File: src/rtl/stopwatch_ctrl.sv
// Stopwatch run-control: debounces start/lap buttons and sequences IDLE/RUN/PAUSE/LAP.
// Optional lap capture and display freeze are built only when STOPWATCH_LAP_EN is defined.
module stopwatch_ctrl #(
    parameter int DEBOUNCE_CYCLES = 500000
) (
    input  logic        clk,
    input  logic        reset,
    input  logic        btn_start,
    input  logic        btn_lap,
    input  logic [23:0] cnt_bcd,
    output logic        count_en,
    output logic        count_clr,
    output logic [23:0] disp_bcd,
    output logic        disp_frozen,
    output logic [1:0]  state
);

    localparam int CW = $clog2(DEBOUNCE_CYCLES);
    localparam logic [CW-1:0] CNT_LAST = CW'(DEBOUNCE_CYCLES - 1);

    typedef enum logic [1:0] {
        IDLE  = 2'd0,
        RUN   = 2'd1,
        PAUSE = 2'd2,
        LAP   = 2'd3
    } state_t;

    state_t state_q, state_next;

    logic [1:0]    btn_raw;
    logic [1:0]    sync1, sync2, deb, press;
    logic [CW-1:0] db_cnt [2];
    logic          start_p, lap_p;

    logic          count_en_d, count_clr_d, disp_frozen_d;
    logic [23:0]   disp_bcd_d;

`ifdef STOPWATCH_LAP_EN
    logic [23:0]   lap_reg;
    logic          capture;
`endif

    assign btn_raw = {btn_lap, btn_start};

    // Index 0 is start, index 1 is lap; a press pulse fires only when the debounced level flips high.
    always_ff @(posedge clk) begin
        if (reset) begin
            sync1 <= '0;
            sync2 <= '0;
            deb   <= '0;
            press <= '0;
            for (int i = 0; i < 2; i++) db_cnt[i] <= '0;
        end else begin
            sync1 <= btn_raw;
            sync2 <= sync1;
            for (int i = 0; i < 2; i++) begin
                press[i] <= 1'b0;
                if (sync2[i] == deb[i]) begin
                    db_cnt[i] <= '0;
                end else if (db_cnt[i] == CNT_LAST) begin
                    deb[i]    <= sync2[i];
                    db_cnt[i] <= '0;
                    press[i]  <= sync2[i];
                end else begin
                    db_cnt[i] <= db_cnt[i] + CW'(1);
                end
            end
        end
    end

    // Start has priority: a simultaneous lap press is dropped.
    assign start_p = press[0];
    assign lap_p   = press[1] & ~press[0];

    always_ff @(posedge clk) begin
        if (reset) begin
            state_q     <= IDLE;
            count_en    <= 1'b0;
            count_clr   <= 1'b1;
            disp_frozen <= 1'b0;
            disp_bcd    <= '0;
`ifdef STOPWATCH_LAP_EN
            lap_reg     <= '0;
`endif
        end else begin
            state_q     <= state_next;
            count_en    <= count_en_d;
            count_clr   <= count_clr_d;
            disp_frozen <= disp_frozen_d;
            disp_bcd    <= disp_bcd_d;
`ifdef STOPWATCH_LAP_EN
            if (capture) lap_reg <= cnt_bcd;
`endif
        end
    end

    always_comb begin
        state_next = state_q;
`ifdef STOPWATCH_LAP_EN
        capture    = 1'b0;
`endif
        case (state_q)
            IDLE: begin
                if (start_p) state_next = RUN;
            end
            RUN: begin
                if (start_p) begin
                    state_next = PAUSE;
`ifdef STOPWATCH_LAP_EN
                end else if (lap_p) begin
                    state_next = LAP;
                    capture    = 1'b1;
`endif
                end
            end
            PAUSE: begin
                if (start_p)    state_next = RUN;
                else if (lap_p) state_next = IDLE;
            end
`ifdef STOPWATCH_LAP_EN
            LAP: begin
                if (start_p)    state_next = PAUSE;
                else if (lap_p) state_next = RUN;
            end
`endif
            default: state_next = IDLE;
        endcase
    end

    // Outputs are decoded from the next state so they land on the same edge as the state change.
    always_comb begin
        count_en_d  = (state_next == RUN) || (state_next == LAP);
        count_clr_d = (state_q == PAUSE) && (state_next == IDLE);
`ifdef STOPWATCH_LAP_EN
        disp_frozen_d = (state_next == LAP);
        if (state_next == LAP) disp_bcd_d = capture ? cnt_bcd : lap_reg;
        else                   disp_bcd_d = cnt_bcd;
`else
        disp_frozen_d = 1'b0;
        disp_bcd_d    = cnt_bcd;
`endif
    end

    assign state = state_q;

endmodule

File: config.mk
export PLATFORM = sky130hd
export DESIGN_NAME = stopwatch_ctrl
export DESIGN_NICKNAME = d
export VERILOG_FILES = /design/src/rtl/stopwatch_ctrl.sv
export SDC_FILE = /design/constraint.sdc
export NUM_CORES = 1
export LEC_CHECK = 0
export BUFFER_PORTS_ARGS = -buffer_cell sky130_fd_sc_hd__clkbuf_2
export CORE_MARGIN = 3
export CORE_UTILIZATION = 48
export DETAILED_ROUTE_END_ITERATION = 8
export HOLD_SLACK_MARGIN = 0.12
export PLACE_DENSITY_LB_ADDON = 0.25
export SYNTH_ARGS = -nofsm -noshare
export SYNTH_HDL_FRONTEND = slang
export SYNTH_SLANG_ARGS = --single-unit
export TNS_END_PERCENT = 1
File: constraint.sdc
create_clock -name clk -period 2.3 [get_ports clk]
set_input_delay 0.23 -clock clk [delete_from_list [all_inputs] [get_ports clk]]
set_output_delay 0.23 -clock clk [all_outputs]
set_load 0.05 [all_outputs]
==> Word level (Yosys, flattened, before mapping) <==
Memories as Yosys holds them, arrays and structs flattened.
Cells that the tools add are included.
{ "op_classes": {"n_reduce_logical": 8, "n_bitwise": 12, "muxes": 35, "n_eq_ne": 8, "add_sub_neg": 2} }
{ "ops": {"columns": ["op", "n"], "rows": [
  ["two-way mux 19 bit", 6],
  ["adder 19 x 1 -> 19 bit, second input constant", 2],
  ["== test 19 bit, second input constant", 2],
  ["two-way mux 1 bit", 24],
  ["two-way mux 2 bit", 4],
  ["OR 1 bit", 6],
  ["case mux 2 bit (3 select lines)", 1],
  ["OR reduction 3 bit", 2],
  ["NOT 1 bit", 5],
  ["== test 2 x 1 -> 1 bit, second input constant", 2],
  ["== test 2 bit, second input constant", 2],
  ["logical NOT 2 bit", 2],
  ["AND reduction 2 bit", 2],
  ["== test 1 bit", 2],
  ["bitwise AND 1 bit", 1],
  ["logical AND 1 bit", 1],
  ["logical OR 1 bit", 1]
]} }
{ "word_totals": {"n_memories": 1, "register_bits": 36, "ramBits": 38, "in_bits": 28, "output_inout_bits": 29} }
{ "memory_table": {"columns": ["memory", "depth", "width", "read_ports", "rd_clocked_by_memory_dff", "wr", "line_no", "source"], "rows": [
  ["db_cnt", 2, 19, 2, 0, 2, "32", "logic [CW-1:0] db_cnt [2];"]
]} }

==> Depth between registers and ports, before layout <==
An unclocked memory read counts as a cell.
{ "logic_depth": {"word_depth": 8, "ltp_mapped": 6, "mapped_depth_nobuf": 5} }

==> Worst setup path after synthesis <==
Ideal clock, no wire load.
{ "synth_path": {"path_kind": "register -> register", "from": "memory db_cnt[1][0] in the netlist's numbering", "to": "memory db_cnt[1][1] in the netlist's numbering (data pin)", "setup_ns": 0.255, "path_stages_with_launch": 6, "period_less_slack_ns": 1.963, "path_slack_ns": 0.337, "path_buffers": 0, "t_arrival_ns": 1.707, "cell_sequence": "edfxtp_1 -> ha_1 -> nand4_1 -> or2_2 -> or3_2 -> and3_1"} }
{ "synth_lines": {"columns": ["element", "line_no"], "rows": [
  ["start, declared", "32"]
]} }

==> impl_metrics.toml <==
[run_status]
outcome = "finished clean"

[power]
vdd_drop_max_v = 0.000432
p_leak_nw = 1.67
p_per_area_nw_per_um2 = 679
power.total_mw = 2.89

[floorplanning]
dieArea_um2 = 7850
io_pins = 57
start_util = 0.505
rows = 29
die_h_um = 88.6
fp.coreArea_um2 = 6490
die_w_um = 88.6

[worst_setup_path]
required_ns = 2.41
crit_path_max_fanout = 6
critPathKind = "flop to flop"
worst_path_largest_cell_delay_ns = 0.44
cp.arrival_ns = 2.28
critPathTopFamily = "simple AND/OR/NAND/NOR gates"
cp-end-kind = "flop"
worstSetupStartpointType = "flop"
path_buf_inv = 0
path_cells = "ha_1, nand4_1, or2_2, or3_2, and3_1"
slowest_stage = "edfxtp_1"

[global_route]
grt_first_pass_wirelength_um = 10400
grt_start_max_net_pins = 29
grt_overflow_total = 0
grt.total_usage = 0.173
antenna_found_initial = 0
first_global_vias = 2399

[cells_and_area]
post-route-util = 0.657
fin_nets = 450
stdcell_count = 502
finish.instance_area_um2 = 4260
diodes = 0
syn2layout_area_growth_pct = 30.1
drive_above_1_share = 0.202

[clocking]
clock_latency_ns = 0.34
cts-root-buf = "clkbuf_8"
path_clk_slew_ns = 0.08
tritoncts = "built"
cts_sinks = 74
numCtsBuffers = 9
ctsLongestPathBuffers = 2
htree_levels = 3

[detailed_routing]
ant_nets = 0
wl_per_cell_um = 12.8
drc = 0
route.vias.total = 2497
drtPass1Iterations = 4
viasPerCell = 4.97
drt_iter0_markers = 91
wl_um = 6430

[synthesis]
synth_edf_count = 38
syn_area_um2 = 3280
async_reset_ff_frac = 0
ys_ff_latch = 74
synth.distinct_cells = 44
ys.warnings.count = 0
ys.flop_type = "edfxtp_1"
syn_avg_cell_area_um2 = 11.0
synth_seq_area_share = 0.568
syn_inst = 298

[place]
gp_congestion = 0.811
dp.final_hpwl_um = 4330
place_area_um2 = 3750
dp.cells = 459
port_buffers = 55

[timing]
slew_viol_final = 0
min_period_ns = 2.18
setup_violations = 0
fmax_ghz = 0.460
finClkSkew_ns = 0.00827
fin_crit_sh = 0.946
holdWs_ns = 0.220
hold_viol = 0

[hold_path]
holdCritPathClass = "input pin to flop"

[job]
maxCapViolCount = 0
==> layout make-up <==
type,count,area [um^2]
clock inverter,5,62.6
tap,77,96.3
clock buffer,11,174
multi-input combinational,245,1470
inverter,4,15.0
fill,512,2230
timing repair buffer,86,586
sequential,74,1860
==> what timing repair did <==
action	CTS	global route
setup buffers	0	1
endpoints found under the setup margin	0	1
hold buffers	26	0
gates resized for setup	0	0
endpoints found under the hold margin	26	0
==> per-layer routing <==
layer / track usage / wire length, um
met1: 0.200 / 2730
met2: 0.291 / 3320
met3: 0.0624 / 276
met4: 0.0673 / 106
met5: 0 / 0
==> cells in the final DEF (no fill, tap or decap), types with 2 or more instances in the layout <==
master         netlist  layout
a21oi_1              9       9
and3_1               4       4
and4_1               5       5
buf_4                1       4
clkbuf_16            0       2
clkbuf_2             1      55
clkbuf_8             0       9
conb_1               2      39
dfxtp_1             36      36
dlygate4sd3_1        0      26
edfxtp_1            38      38
ha_1                 2       2
inv_1                4       4
inv_6                0       2
nand2_1             11      11
nand2b_1             3       3
nand3_1             17      17
nand4_1              8       8
nand4_2              2       2
nor2_1              34      34
nor2b_1             31      31
nor3_1               6       6
nor4_1               5       5
nor4b_1              6       6
o21ai_0              5       5
o31ai_1              3       3
o41ai_1              3       3
or3_1                3       3
or3_4                2       2
or4_1                3       3
or4b_1               3       3
xnor2_1             14      14
xor2_1              15      15
==> cell families (layout without fill, tap and decap cells) <==
group | count (synthesis) | count (layout) | synth area share
xor+xnor | 29 | 29 | 0.0775
flops | 74 | 74 | 0.568
other cells | 2 | 39 | 0.00229
compound gates | 23 | 23 | 0.0462
simple gates | 152 | 152 | 0.272
fa+ha+maj | 2 | 2 | 0.00764
buf+inv | 16 | 106 | 0.0260
==> per-stage QoR <==
step / setup slack, ns / TNS (ns)
floorplan: 0.337 / 0
global route: -0.0129 / -0.0129
CTS: 0.124 / 0
global placement: 0.220 / 0
finish: 0.125 / 0
detailed placement: 0.167 / 0
==> worst reg2reg max path: stages (launching register included) <==
cell and delay [ns]:
edfxtp_1 0.44, ha_1 0.26, nand4_1 0.24, or2_2 0.38
or3_2 0.43, and3_1 0.20
==> final timing paths <==
kind	startpoint	to	slack, ns	depth (start not counted)
worst max-delay path	db_cnt[1][0]	db_cnt[1][1]	0.12	5
worst min register to register	sync1[0]	sync2[0]	0.45	1
worst min-delay path	reset	sync2[0]	0.22	2
worst max register to register	db_cnt[1][0]	db_cnt[1][1]	0.12	5
==> Yosys cell counts, types with 5 or more instances <==
| master | n | area, um^2 |
|---|---|---|
| nand3_1 | 17 | 85.1 |
| nor3_1 | 6 | 30.0 |
| a21oi_1 | 9 | 45.0 |
| dfxtp_1 | 36 | 721 |
| edfxtp_1 | 38 | 1140 |
| nor2_1 | 34 | 128 |
| nor2b_1 | 31 | 194 |
| o21ai_0 | 5 | 25.0 |
| nand2_1 | 11 | 41.3 |
| xor2_1 | 15 | 131 |
| nor4b_1 | 6 | 52.6 |
| nor4_1 | 5 | 31.3 |
| and4_1 | 5 | 43.8 |
| xnor2_1 | 14 | 123 |
| nand4_1 | 8 | 50.1 |
==> where the power goes <==
group | internal, mW | switching (mW)
clock network | 0.643 | 0.503
registers | 1.44 | 0.0452
logic | 0.102 | 0.161
total | 2.19 | 0.709
==> registers in the layout, summed over array words and instances, names as in the netlist <==
register and count:
db_cnt 38, disp_bcd 24, deb 2, press 2
state 2, sync1 2, sync2 2, count_clr 1
count_en 1
(Power assumes the default switching activity.)
